==> src/rtl/apb_master_bridge.sv <==
`default_nettype none
// apb_master_bridge: single-cycle CPU load/store to APB SETUP/ACCESS bridge
// with one-hot slave decode and a PREADY timeout. Rev 1.0
module apb_master_bridge #(
  parameter int         NUM_SLAVES = 4,
  parameter int         SEL_BITS   = 2,
  parameter logic [3:0] APB_REGION = 4'hF,
  parameter int         TIMEOUT    = 16
) (
  input  logic                     PCLK,
  input  logic                     PRESETn,
  input  logic                     cpu_req,
  input  logic                     cpu_we,
  input  logic [15:0]              cpu_addr,
  input  logic [15:0]              cpu_wdata,
  output logic [15:0]              cpu_rdata,
  output logic                     cpu_ready,
  output logic                     cpu_err,
  output logic                     cpu_busy,
  output logic [4:0]               PADDR,
  output logic                     PWRITE,
  output logic [15:0]              PWDATA,
  output logic [NUM_SLAVES-1:0]    PSEL,
  output logic                     PENABLE,
  input  logic [NUM_SLAVES*16-1:0] PRDATA_bus,
  input  logic [NUM_SLAVES-1:0]    PREADY
);

  localparam int              CNT_W    = $clog2(TIMEOUT);
  localparam logic [CNT_W-1:0] CNT_LAST = CNT_W'(TIMEOUT - 1);

  typedef enum logic [1:0] {
    IDLE   = 2'd0,
    SETUP  = 2'd1,
    ACCESS = 2'd2,
    RESP   = 2'd3
  } state_t;

  state_t              state;
  logic [SEL_BITS-1:0] idx;
  logic [CNT_W-1:0]    wait_cnt;

  logic [SEL_BITS-1:0] req_idx;
  logic                req_hit;
  logic [15:0]         sel_rdata;
  logic                sel_ready;
  logic                unused_addr_bits;

  assign req_idx = cpu_addr[5+SEL_BITS-1:5];
  assign req_hit = (cpu_addr[15:12] == APB_REGION) &&
                   ({1'b0, req_idx} < (SEL_BITS+1)'(NUM_SLAVES));
  // Address bits between the slave index and the region nibble are don't-care.
  assign unused_addr_bits = ^cpu_addr[11:5+SEL_BITS];

  always_comb begin
    sel_rdata = '0;
    sel_ready = 1'b0;
    for (int i = 0; i < NUM_SLAVES; i++) begin
      if (idx == SEL_BITS'(i)) begin
        sel_rdata = PRDATA_bus[i*16 +: 16];
        sel_ready = PREADY[i];
      end
    end
  end

  always_ff @(posedge PCLK or negedge PRESETn) begin
    if (!PRESETn) begin
      state     <= IDLE;
      idx       <= '0;
      wait_cnt  <= '0;
      cpu_rdata <= '0;
      cpu_ready <= 1'b0;
      cpu_err   <= 1'b0;
      cpu_busy  <= 1'b0;
      PADDR     <= '0;
      PWRITE    <= 1'b0;
      PWDATA    <= '0;
      PSEL      <= '0;
      PENABLE   <= 1'b0;
    end else begin
      cpu_ready <= 1'b0;
      cpu_err   <= 1'b0;
      case (state)
        IDLE: begin
          if (cpu_req) begin
            PADDR    <= cpu_addr[4:0];
            PWRITE   <= cpu_we;
            PWDATA   <= cpu_wdata;
            idx      <= req_idx;
            cpu_busy <= 1'b1;
            if (req_hit) begin
              state    <= SETUP;
              PSEL     <= NUM_SLAVES'(1) << req_idx;
              wait_cnt <= '0;
            end else begin
              // Decode miss: answer straight away, the APB bus stays quiet.
              state     <= RESP;
              cpu_ready <= 1'b1;
              cpu_err   <= 1'b1;
              cpu_rdata <= '0;
            end
          end
        end
        SETUP: begin
          state   <= ACCESS;
          PENABLE <= 1'b1;
        end
        ACCESS: begin
          if (sel_ready) begin
            state     <= RESP;
            PSEL      <= '0;
            PENABLE   <= 1'b0;
            cpu_ready <= 1'b1;
            cpu_rdata <= PWRITE ? 16'h0000 : sel_rdata;
          end else if (wait_cnt == CNT_LAST) begin
            state     <= RESP;
            PSEL      <= '0;
            PENABLE   <= 1'b0;
            cpu_ready <= 1'b1;
            cpu_err   <= 1'b1;
            cpu_rdata <= '0;
          end else begin
            wait_cnt <= wait_cnt + 1'b1;
          end
        end
        RESP: begin
          state    <= IDLE;
          cpu_busy <= 1'b0;
        end
        default: state <= IDLE;
      endcase
    end
  end

endmodule
`default_nettype wire

==> config.mk <==
export PLATFORM = sky130hd
export DESIGN_NAME = apb_master_bridge
export DESIGN_NICKNAME = d
export VERILOG_FILES = /design/src/rtl/apb_master_bridge.sv
export SDC_FILE = /design/constraint.sdc
export NUM_CORES = 1
export LEC_CHECK = 0
export BUFFER_PORTS_ARGS = -buffer_cell sky130_fd_sc_hd__buf_4
export CORE_MARGIN = 5
export CORE_UTILIZATION = 41
export DETAILED_ROUTE_END_ITERATION = 10
export PLACE_DENSITY_LB_ADDON = 0.15
export SLEW_MARGIN = 20
export SYNTH_ARGS = -nofsm -noshare
export SYNTH_HDL_FRONTEND = slang
export SYNTH_SLANG_ARGS = --single-unit
export TNS_END_PERCENT = 10
==> constraint.sdc <==
create_clock -name PCLK -period 2 [get_ports PCLK]
set_input_delay 0 -clock PCLK [delete_from_list [all_inputs] [get_ports PCLK]]
set_output_delay 0 -clock PCLK [all_outputs]
set_load 0.01 [all_outputs]
==> results.md <==
* Metal2 WL at 3.975 mm
* Top Ports at 150
* Net count after synthesis at 315
* Power density over the cells at 1325 nW/µm²
* Syn Std Cell Area at 2850 µm²
* Via/cell ratio at 4.794
* Initial antenna violation count at 0
* Setup TNS at 0 ns
* First-pass GRT wire length at 11.90 mm
* Port bufs at 144
* Netlist cell types at 34
* H-tree depth at 2
* CP top delay family: multiplexers
* RSZ-0062 raised after global routing: no
* Wire length on met3 at 629 µm
* Worst Hold Class: in2reg
* Synth area leaders: dfrtp_1, mux4_2, mux2_2
* Xor/xnor share of the synthesized area at 0
* Slowest stage delay, CP at 0.58 ns
* Synthesized instance count at 206
* Syn Area/Cell at 13.84 µm²
* Leak pwr at 2.204 nW
* CTS Sinks at 54
* CP startpoint: idx[0]
* Worst-margin pin slew at 0.7018 ns
* DRT Pass-1 Iters at 4
* Initial Utilization at 0.4195
* Layout Skew at 0.006561 ns
* Worst-path clk slew at 0.09 ns
* Post-synthesis sequential area ratio at 0.4741
* Core ar. at 6794 µm²
* Layout Area Growth over Synthesis at 56.85%
* Post-synthesis simple-gate area fraction at 0.09087
* Routed wire per std cell at 15.77 µm
* Worst Path Required at 2.19 ns
* Number of global-route vias before repair at 2,499
* Remaining antenna violation count after routing at 0
* Num CTS Buffers at 5
* R2R Path End: cpu_rdata[11]
* Status: finished clean
* Height of the die at 93.38 µm
* Post-route non-filler standard cell count at 480
* Clock buffer depth at 2
* Largest family of logic cells by synthesized area: multiplexers
* Cell Chain, Critical Path: mux4_2, nor3_4, a211o_4, buf_12, mux2_2
* Mux cell area share after synthesis at 0.3349
* Clock Latency Late Sink at 0.31 ns
* Number of max-cap violations at 0
* Placed cells at 444
* Metal1 wirelength at 2.886 mm
* Crit path launch type: register
* Drt drc at 0
* HPWL after DPL at 5.509 mm
* GRT Overall Usage at 0.1736
* Total number of vias at 2,301
* Hold Vio Cnt, Final at 0
* Final RePlAce weighted congestion at 0.7522
* Critical Path End Type: register
* CP max-delay cell: mux4_2
* Core Rows at 30
* R2R Setup Slk at 0.13 ns
* Share of the synthesized area in the top cell type at 0.4741
* Clock root cell: clkbuf_8
* Die Footprint at 8719 µm²
* Post-synthesis register bit count at 54
* FF-to-FF Start: idx[0]
* WP buf/inv at 1
* Nets@finish at 491
* Drt total wl at 7.569 mm
* Synth Area in Adders at 0.02195
* Worst EP arrival at 2.06 ns
* Area fraction in compound gates after synthesis at 0.04039
* Top Metal Used: met4
* Global route total overflow at 0
* Share of cells above drive strength 1 at 0.5875
* Initial DRC count at 78
* Final min period at 1.870 ns
* Hold path depth at 3
* Worst VDD drop at 594.7 µV
* Largest area contributor in the netlist: dfrtp_1
* Fmax at 0.5347 GHz
* Crit path depth at 5
* Setup crit end: cpu_rdata[11]
* Largest net degree at the start of global routing at 55
* Worst relative slew slack at 0.5322
* Final setup viols at 0
* Syn. warnings at 0
* Max Transition Viols Final at 0
* Final worst path period share at 0.9352
* CTS tree: built
* Number of cells on the worst reg-to-reg path at 5
* Die W at 93.38 µm
* Max FO, Critical Path at 8
* Setup CP Type: reg2reg
[worst min-delay path by stage]
stage                        from            end  slack [ns]
final                     cpu_req      cpu_ready        0.04
after global routing      cpu_req      cpu_ready        0.04
after CTS                 cpu_req      cpu_ready        0.02
after detailed placement  PRESETn  cpu_rdata[13]        0.09
after global placement    PRESETn  cpu_rdata[13]        0.09
after floorplan           PRESETn       PADDR[0]       -0.30
[cell usage after synthesis]
master / number
mux2_2: 33
buf_8: 1
buf_1: 1
mux4_2: 17
a2111oi_0: 1
and3_1: 2
and2b_1: 6
nor2b_1: 10
mux2_4: 10
nand4_1: 2
nor3b_1: 2
o21ai_0: 6
nor3_4: 1
buf_4: 3
clkbuf_1: 4
inv_1: 11
nand2b_1: 2
a211o_1: 1
nand3_1: 6
o22a_1: 2
nand2_1: 5
nor2_1: 2
dfrtp_1: 54
a21o_1: 1
o22ai_1: 2
mux2i_1: 5
o211ai_1: 1
a21oi_1: 3
a21boi_0: 1
nor3_1: 2
ha_1: 5
nand3b_1: 1
buf_2: 2
and4_1: 1
[cells by family (layout without fill, tap and decap cells)]
family                     count (synthesis)  in the layout
AOI/OAI and AO/OA                         18             18
muxes                                     65             65
and+or+nand+nor                           42             42
DFF                                       54             54
other                                      0              1
buffers and inverters                     22            199
adders and majority gates                  5              5
[worst register-to-register path, cell delays in order (launching register included)]
cell     delay (ns)
dfrtp_1        0.37
mux4_2         0.58
nor3_4         0.18
a211o_4        0.16
buf_12         0.13
mux2_2         0.33
[report_power, final]
group	leakage [nW]	switching (mW)	internal [mW]
registers	0.680	0.280	1.59
clock network	0.0478	0.362	0.286
logic	1.48	1.42	1.98
[placed cells by master, fill, tap and decap left out, types with 3 or more instances in the layout]
master / Yosys / final
ha_1: 5 / 5
and2b_1: 6 / 6
o21ai_0: 6 / 6
a21oi_1: 3 / 3
mux2i_1: 5 / 5
inv_1: 11 / 11
dfrtp_1: 54 / 54
clkbuf_8: 0 / 6
mux2_4: 10 / 10
nand3_1: 6 / 6
buf_4: 3 / 152
mux2_2: 33 / 33
dlygate4sd3_1: 0 / 25
mux4_2: 17 / 17
nand2_1: 5 / 5
nor2b_1: 10 / 10
[sequential cells by signal, summed over array words and instances (netlist names)]
name and count:
PWDATA 16, cpu_rdata 16, PADDR 5, PSEL 4, wait_cnt 4, idx 2
state 2, PENABLE 1, PWRITE 1, cpu_busy 1, cpu_err 1, cpu_ready 1
[layer usage]
metal / up-vias / track usage
met5: - / 0
met4: 0 / 0.04518
met3: 5 / 0.04988
met2: 75 / 0.3115
met1: 1116 / 0.2021
li1: 1105 / -
[per-stage QoR]
step                      total power [mW]    util  setup slack (ns)  hold WS (ns)  instance area [µm²]
after floorplan                      3.876       -           0.03460       -0.2956                 2850
after global placement               5.081  0.6002            0.1179       0.09083                 4078
after detailed placement             5.153  0.6002           0.07848       0.09405                 4078
after CTS                            5.858  0.6516           0.05855       0.02299                 4427
after global routing                 6.351  0.6576          0.008564       0.04038                 4468
final                                5.921  0.6580            0.1297       0.04337                 4471
[repair_timing]
item	CTS	global route
endpoints found under the setup margin	0	6
hold buffers	25	0
endpoints found under the hold margin	78	0
resized for setup	0	1
setup buffers	0	1
[layout make-up]
cell class                      count  area (µm²)
Antenna cell                        1       2.502
Clock buffer                        6       82.58
Clock inverter                      2       16.27
Fill cell                         530        2323
Inverter                           11       41.29
Multi-Input combinational cell    130        1400
Sequential cell                    54        1351
Tap cell                           96       120.1
Timing Repair Buffer              180        1456
Note: power is estimated with default switching activity, not from simulation.
